===== config.mk =====
export PLATFORM = sky130hd
export DESIGN_NAME = mem_port_arbiter
export DESIGN_NICKNAME = d
export VERILOG_FILES = /design/src/rtl/mem_port_arbiter.sv
export SDC_FILE = /design/constraint.sdc
export NUM_CORES = 1
export LEC_CHECK = 0
export ABC_AREA = 1
export BUFFER_PORTS_ARGS = -buffer_cell sky130_fd_sc_hd__buf_2
export CAP_MARGIN = 10
export CELL_PAD_IN_SITES_DETAIL_PLACEMENT = 1
export CELL_PAD_IN_SITES_GLOBAL_PLACEMENT = 1
export CORE_ASPECT_RATIO = 1.5
export CORE_MARGIN = 10
export CORE_UTILIZATION = 33
export DETAILED_ROUTE_END_ITERATION = 6
export GPL_TIMING_DRIVEN = 0
export HOLD_SLACK_MARGIN = 0.12
export PLACE_DENSITY_LB_ADDON = 0.1
export RECOVER_POWER = 100
export SYNTH_ARGS = -nofsm -noshare
export SYNTH_HDL_FRONTEND = slang
export SYNTH_SLANG_ARGS = --single-unit

===== constraint.sdc =====
create_clock -name clk -period 1.6 [get_ports clk]
set_clock_uncertainty 0.05 [all_clocks]
set_input_delay 0.16 -clock clk [delete_from_list [all_inputs] [get_ports clk]]
set_output_delay 0.16 -clock clk [all_outputs]
set_load 0.05 [all_outputs]

===== src/rtl/mem_port_arbiter.sv =====
// Arbitrates one single-port SRAM between the fetch (inst) and load/store (data) requesters.
// Optional build macro MEM_ARB_ROUND_ROBIN_EN swaps fixed data priority for alternating priority.
//
// state  | meaning
// -------+-----------------------------------------------------------
// IDLE   | no transaction; grant combinationally when a request is present
// ISSUE  | SRAM access driven (sram_en=1) from the latched request
// WAIT   | read latency countdown; capture sram_rdata when counter hits 0
// RESP   | one-cycle data_ok pulse to the owner
module mem_port_arbiter #(
    parameter int ADDR_W = 32,
    parameter int DATA_W = 32,
    parameter int RD_LAT = 1
) (
    input  logic                clk,
    input  logic                resetn,
    input  logic                inst_req,
    input  logic [ADDR_W-1:0]   inst_addr,
    output logic                inst_addr_ok,
    output logic                inst_data_ok,
    output logic [DATA_W-1:0]   inst_rdata,
    input  logic                data_req,
    input  logic [ADDR_W-1:0]   data_addr,
    input  logic [DATA_W/8-1:0] data_wstrb,
    input  logic [DATA_W-1:0]   data_wdata,
    output logic                data_addr_ok,
    output logic                data_data_ok,
    output logic [DATA_W-1:0]   data_rdata,
    output logic                sram_en,
    output logic [DATA_W/8-1:0] sram_we,
    output logic [ADDR_W-1:0]   sram_addr,
    output logic [DATA_W-1:0]   sram_wdata,
    input  logic [DATA_W-1:0]   sram_rdata,
    output logic                busy
);
    localparam int STRB_W = DATA_W / 8;

    localparam logic [1:0] S_IDLE  = 2'd0;
    localparam logic [1:0] S_ISSUE = 2'd1;
    localparam logic [1:0] S_WAIT  = 2'd2;
    localparam logic [1:0] S_RESP  = 2'd3;

    localparam logic [1:0] CNT_LOAD = 2'(RD_LAT - 1);

    if (RD_LAT < 1 || RD_LAT > 3) begin : g_bad_rd_lat
        $error("mem_port_arbiter: RD_LAT must be in 1..3");
    end

    logic [1:0]        state_q, state_d;
    logic              owner_q, owner_d;   // 1 = data requester owns the transaction
    logic [1:0]        cnt_q, cnt_d;
    logic              sram_en_q, sram_en_d;
    logic [STRB_W-1:0] sram_we_q, sram_we_d;
    logic [ADDR_W-1:0] sram_addr_q, sram_addr_d;
    logic [DATA_W-1:0] sram_wdata_q, sram_wdata_d;
    logic [DATA_W-1:0] inst_rdata_q, inst_rdata_d;
    logic [DATA_W-1:0] data_rdata_q, data_rdata_d;

    logic data_wins;
    logic idle_ready;

`ifdef MEM_ARB_ROUND_ROBIN_EN
    logic last_owner_q, last_owner_d;  // 1 = data was granted last

    assign data_wins    = data_req && (!inst_req || !last_owner_q);
    assign last_owner_d = (inst_addr_ok || data_addr_ok) ? data_addr_ok : last_owner_q;

    always_ff @(posedge clk or negedge resetn) begin
        if (!resetn) begin
            last_owner_q <= 1'b0;
        end else begin
            last_owner_q <= last_owner_d;
        end
    end
`else
    assign data_wins = data_req;
`endif

    // Grants are combinational, so gate with resetn to keep them low while reset is held.
    assign idle_ready   = (state_q == S_IDLE) && resetn;
    assign data_addr_ok = idle_ready && data_wins;
    assign inst_addr_ok = idle_ready && inst_req && !data_wins;

    always_comb begin
        state_d      = state_q;
        owner_d      = owner_q;
        cnt_d        = cnt_q;
        sram_en_d    = 1'b0;
        sram_we_d    = '0;
        sram_addr_d  = sram_addr_q;
        sram_wdata_d = sram_wdata_q;
        inst_rdata_d = inst_rdata_q;
        data_rdata_d = data_rdata_q;
        case (state_q)
            S_IDLE: begin
                if (data_addr_ok) begin
                    state_d      = S_ISSUE;
                    owner_d      = 1'b1;
                    sram_en_d    = 1'b1;
                    sram_we_d    = data_wstrb;
                    sram_addr_d  = data_addr;
                    sram_wdata_d = data_wdata;
                end else if (inst_addr_ok) begin
                    state_d      = S_ISSUE;
                    owner_d      = 1'b0;
                    sram_en_d    = 1'b1;
                    sram_addr_d  = inst_addr;
                    sram_wdata_d = '0;
                end
            end
            S_ISSUE: begin
                if (sram_we_q != '0) begin
                    state_d = S_RESP;
                end else begin
                    cnt_d   = CNT_LOAD;
                    state_d = S_WAIT;
                end
            end
            S_WAIT: begin
                if (cnt_q == 2'd0) begin
                    if (owner_q) begin
                        data_rdata_d = sram_rdata;
                    end else begin
                        inst_rdata_d = sram_rdata;
                    end
                    state_d = S_RESP;
                end else begin
                    cnt_d = cnt_q - 2'd1;
                end
            end
            S_RESP: begin
                state_d = S_IDLE;
            end
            default: begin
                state_d = S_IDLE;
            end
        endcase
    end

    always_ff @(posedge clk or negedge resetn) begin
        if (!resetn) begin
            state_q      <= S_IDLE;
            owner_q      <= 1'b0;
            cnt_q        <= 2'd0;
            sram_en_q    <= 1'b0;
            sram_we_q    <= '0;
            sram_addr_q  <= '0;
            sram_wdata_q <= '0;
            inst_rdata_q <= '0;
            data_rdata_q <= '0;
        end else begin
            state_q      <= state_d;
            owner_q      <= owner_d;
            cnt_q        <= cnt_d;
            sram_en_q    <= sram_en_d;
            sram_we_q    <= sram_we_d;
            sram_addr_q  <= sram_addr_d;
            sram_wdata_q <= sram_wdata_d;
            inst_rdata_q <= inst_rdata_d;
            data_rdata_q <= data_rdata_d;
        end
    end

    assign sram_en      = sram_en_q;
    assign sram_we      = sram_we_q;
    assign sram_addr    = sram_addr_q;
    assign sram_wdata   = sram_wdata_q;
    assign inst_rdata   = inst_rdata_q;
    assign data_rdata   = data_rdata_q;
    assign inst_data_ok = (state_q == S_RESP) && !owner_q;
    assign data_data_ok = (state_q == S_RESP) && owner_q;
    assign busy         = (state_q != S_IDLE);

endmodule


==> results.md <==
Logic synthesis:
- By area the synthesized netlist is led by sky130_fd_sc_hd__dfrtp_1, sky130_fd_sc_hd__nand2_1, sky130_fd_sc_hd__o21ai_0.
- The post-synthesis async set-or-reset flop share is 100.0%.
- The library cell occupying the most area in the post-synthesis netlist is sky130_fd_sc_hd__dfrtp_1.
- The post-synthesis instance area is 5769 um2.
- Dividing the synthesized area by the synthesized cell count gives ~8.9 um2.
- The sequential fraction of the synthesis area is 59.86%.
- Yosys printed 0 warnings.
- The number of enable-type register cells in the synthesized netlist is 0.
- The main flop type after synthesis is sky130_fd_sc_hd__dfrtp_1.
- The post-synth net total is 790.
- The count of unique library cells instantiated by Yosys is 15.
- Synthesis handed over a netlist of 649 instances.
- The synthesized design devotes to its leading area cell type between 50% and 60% of total area.
- Synthesis inferred 138 register bits.

Final layout:
- The post-synthesis to final-layout area growth is 90.20%.
- The post-layout net count is 1249.
- The count of cells in the finished layout, fillers not included, comes to about 1300.
- Of the cells placed in the final design, the portion with a size suffix greater than 1 is a little under half.
- Once layout is done, the placed cells without fillers occupy about 11000 um2.

Status:
- The checks that failed: hold timing, setup timing.
- The run finished, with violations left.

Routing:
- The first routing iteration left ~350 violations.
- The per-cell routed wire length is around 23 um.
- The number of vias after detailed routing is a little under 7000.
- The total wirelength of the detailed-routed design is ~31 mm.
- The via count normalized by instance count is 5.059.
- The detailed-routing iteration count for the pre-antenna-repair pass is 4.
- In this run the remaining antenna-violating nets after routing total 0.
- In the routed design, unresolved DRC markers number 0.

Timing:
- The actual slew at the worst max-slew pin is approximately 0.87 ns.
- The worst-case hold slack is -0.2469 ns.
- The minimum clock period after layout is around 1.9 ns.
- Across all setup checks in the final design, the least slack found is -0.3234 ns.
- The total of endpoints with negative setup slack in the final report is 76.
- Dividing the final minimum period by the clock period gives 120.2%.
- The max-slew violation count is 0.
- The worst slew margin relative to its limit is 42.28%.
- Setup repair after global routing could not meet its margin everywhere.
- For this run, the top clock speed supported by timing is between 0.5 and 0.6 GHz.
- The final count of hold timing violations was 81.

Worst setup path:
- The highest net fanout along the worst path is 3.
- The worst register-to-register path has a depth of 9.
- The critical path class is reg -> out.
- In this run the critical register-to-register path is launched from state_q[0].
- The critical path starts at state_q[0].
- Traced cell by cell, the critical path runs through inv_2, ha_4, nand3_4, buf_8, buf_8, nor2_4, buf_8.
- The data required time of the critical path is around 1.4 ns.
- The startpoint kind of the worst setup timing path is a flop.
- For this design, the slowest cell found on the critical path is sky130_fd_sc_hd__dfrtp_1.
- The worst path buffer plus inverter count is 4.
- The cell repeated most along the worst path is sky130_fd_sc_hd__buf_8.
- The setup slack on the worst flop-to-flop path is -0.23 ns.
- Among cell families on the critical path, the largest total delay comes from buffers and inverters.
- For this run, the slowest stage of the critical path takes between 0.4 and 0.5 ns.
- In this run the number of cells on the critical path is 7.
- The endpoint arrival time on the critical path is approximately 1.7 ns.
- STA classifies the critical path endpoint as an output port.

Pwr:
- The total leakage power is ~0.0058 uW.
- Net switching is 53.32% of the power.
- In this run the power density over the cells is roughly 2200 nW/um2.
- The largest vdd supply drop is 1.323 mV.
- Per report_power, the combinational group accounts for 57.5% of the total.
- The internal portion of the total power is approximately 11000 uW.
- The net switching power figure is 13140 uW.
- The fraction of power consumed by the clock network is between 10% and 20%.
- In this run, flip-flops and latches consume 26.4% of the power.

Job:
- Max-cap violations in this run came to 0.

Place:
- The placed instance area is about 7500 um2.
- The number of port buffers is roughly 270.
- Including well taps, the total number of placed cells is approximately 1100.
- The detailed-placement wirelength estimate is 16.64 mm.
- The last weighted congestion value of the routability-driven placer is between 0.7 and 0.8.

Clock tree:
- Buffers inserted to repair hold after CTS numbered around 130.
- The CTS buffer count is 17.
- The number of clock sinks is 138.
- The clock tree from TritonCTS is yes.
- The clock passes through at most 2 buffers.
- At the later pin of the worst-skew pair, clock insertion delay measures 0.42 ns.
- The clock slew seen by the registers of the worst setup and hold paths is about 0.06 ns.
- CTS placed an instance of sky130_fd_sc_hd__clkbuf_16 at the clock tree root.
- The level count of the clock H-tree is 4.

GRT:
- The initial antenna violation count was 7.
- The global-route wire length before repair is about 44 mm.
- The via count of the first global-routing pass was slightly below 8000.
- The overall global routing resource usage is approximately a quarter.
- After global routing the overflow that remains totals 0.
- Entering global routing, the biggest net connects 85 pins.

Min path:
- The worst hold path belongs to the class in -> async.

Die:
- After floorplanning, the core was sized to cover ~17000 um2.
- The die height is 181.9 um.
- The area enclosed by the die boundary is 23280 um2.
- For this configuration, the core starts out at a cell density of between 30% and 40%.
- The number of ports placed on the die boundary is 274.
- Row generation in the floorplan step produced a little under 60 rows.
- From left edge to right edge, the die measures around 130 um.
placed cells by master, fill, tap and decap left out, types with 21 or more instances in the layout:
master                            n
sky130_fd_sc_hd__buf_2          273
sky130_fd_sc_hd__buf_4           22
sky130_fd_sc_hd__clkbuf_16       21
sky130_fd_sc_hd__dfrtp_1        138
sky130_fd_sc_hd__dlygate4sd3_1  132
sky130_fd_sc_hd__inv_1           72
sky130_fd_sc_hd__nand2_1        155
sky130_fd_sc_hd__nand3_2         38
sky130_fd_sc_hd__o21ai_0         63
sky130_fd_sc_hd__o21ai_2         48
sequential cells by signal, indices dropped and copies added, names as in the netlist:
signal and flops:
cnt_q 2, data_rdata 32, state_q 2, inst_rdata 32
sram_we 4, sram_addr 32, owner_q 1, sram_en 1
sram_wdata 32
cell type report:
| cell class | count | area, um2 |
|---|---|---|
| timing repair buffer | 441 | 3261 |
| multi-input combinational | 393 | 2616 |
| tap | 213 | 266.5 |
| antenna | 9 | 22.52 |
| inverter | 79 | 301.5 |
| sequential | 138 | 3453 |
| clock buffer | 19 | 442.9 |
| buffer | 38 | 466.7 |
| fill | 1887 | 6301 |
| clock inverter | 13 | 142.6 |
final timing paths:
kind,to
max in group asynchronous,inst_rdata[26]
min,data_rdata[3]
min reg2reg,data_rdata[28]
max,inst_addr_ok
max reg2reg,sram_addr[18]
min in group clk,sram_wdata[16]
cell usage after synthesis, types with 2 or more instances:
cell type / n
sky130_fd_sc_hd__ha_1: 5
sky130_fd_sc_hd__nor2_1: 9
sky130_fd_sc_hd__nand3_4: 2
sky130_fd_sc_hd__nand3_1: 70
sky130_fd_sc_hd__buf_1: 2
sky130_fd_sc_hd__dfrtp_1: 138
sky130_fd_sc_hd__o21ai_1: 43
sky130_fd_sc_hd__nand2_1: 175
sky130_fd_sc_hd__o21ai_0: 89
sky130_fd_sc_hd__inv_1: 78
sky130_fd_sc_hd__buf_6: 7
sky130_fd_sc_hd__clkbuf_1: 15
sky130_fd_sc_hd__buf_2: 14
per-stage QoR:
| step | setup TNS, ns | setup slack [ns] | total power (uW) | util [%] | hold WS, ns |
|---|---|---|---|---|---|
| after floorplan | 0 | 0.01075 | 14450 | - | -0.1856 |
| after global placement | -419.33 | -2.589 | 17490 | 42.97 | 0.3127 |
| after detailed placement | -40.94 | -0.5537 | 17820 | 43.16 | 0.2451 |
| after CTS | -10.51 | -0.2940 | 23460 | 60.89 | -0.2091 |
| after global routing | -13.48 | -0.4004 | 25770 | 63.51 | -0.2068 |
| final | -8.747 | -0.3234 | 24630 | 63.52 | -0.2469 |
per-layer routing:
| layer | wire length [um] | GRT usage, % | up-vias |
|---|---|---|---|
| li1 | - | - | 2997 |
| met1 | 10670 | 23.21 | 3412 |
| met2 | 17110 | 43.05 | 301 |
| met3 | 2199 | 8.280 | 84 |
| met4 | 1399 | 10.57 | 0 |
| met5 | 0 | 0 | - |
worst reg2reg max path, stage by stage, from the launching register on:
cell	delay [ns]
sky130_fd_sc_hd__dfrtp_1	0.41
sky130_fd_sc_hd__inv_2	0.10
sky130_fd_sc_hd__ha_4	0.19
sky130_fd_sc_hd__buf_12	0.11
sky130_fd_sc_hd__nand3_4	0.10
sky130_fd_sc_hd__buf_12	0.22
sky130_fd_sc_hd__buf_12	0.14
sky130_fd_sc_hd__clkbuf_16	0.16
sky130_fd_sc_hd__o21ai_2	0.15
sky130_fd_sc_hd__nand2_1	0.09
logic make-up (layout without fill, tap and decap cells):
logic type | count (synthesis) | in the layout | synth area share [%]
and+or+nand+nor | 256 | 256 | 18.65
buffers and inverters | 118 | 590 | 8.957
adders and majority gates | 5 | 5 | 1.084
other | 0 | 9 | 0
AOI/OAI and AO/OA | 132 | 132 | 11.45
DFF | 138 | 138 | 59.86
timing repair:
| action | CTS | global route |
|---|---|---|
| cloned | 11 | 2 |
| pin swaps | 39 | 48 |
| gates resized for setup | 213 | 134 |
| setup buffers | 19 | 11 |
| hold endpoints to repair | 213 | 81 |
| setup endpoints to repair | 137 | 142 |
power by group through the flow:
| stage | clock network (uW) | registers [uW] | logic (uW) |
|---|---|---|---|
| detailed placement | 0 | 6190 | 11600 |
| floorplan | 0 | 11800 | 2640 |
| finish | 3960 | 6510 | 14200 |
| global route | 4180 | 6650 | 14900 |
| global placement | 0 | 6120 | 11400 |
| CTS | 4000 | 6260 | 13200 |
Note: power is estimated with default switching activity, not from simulation.
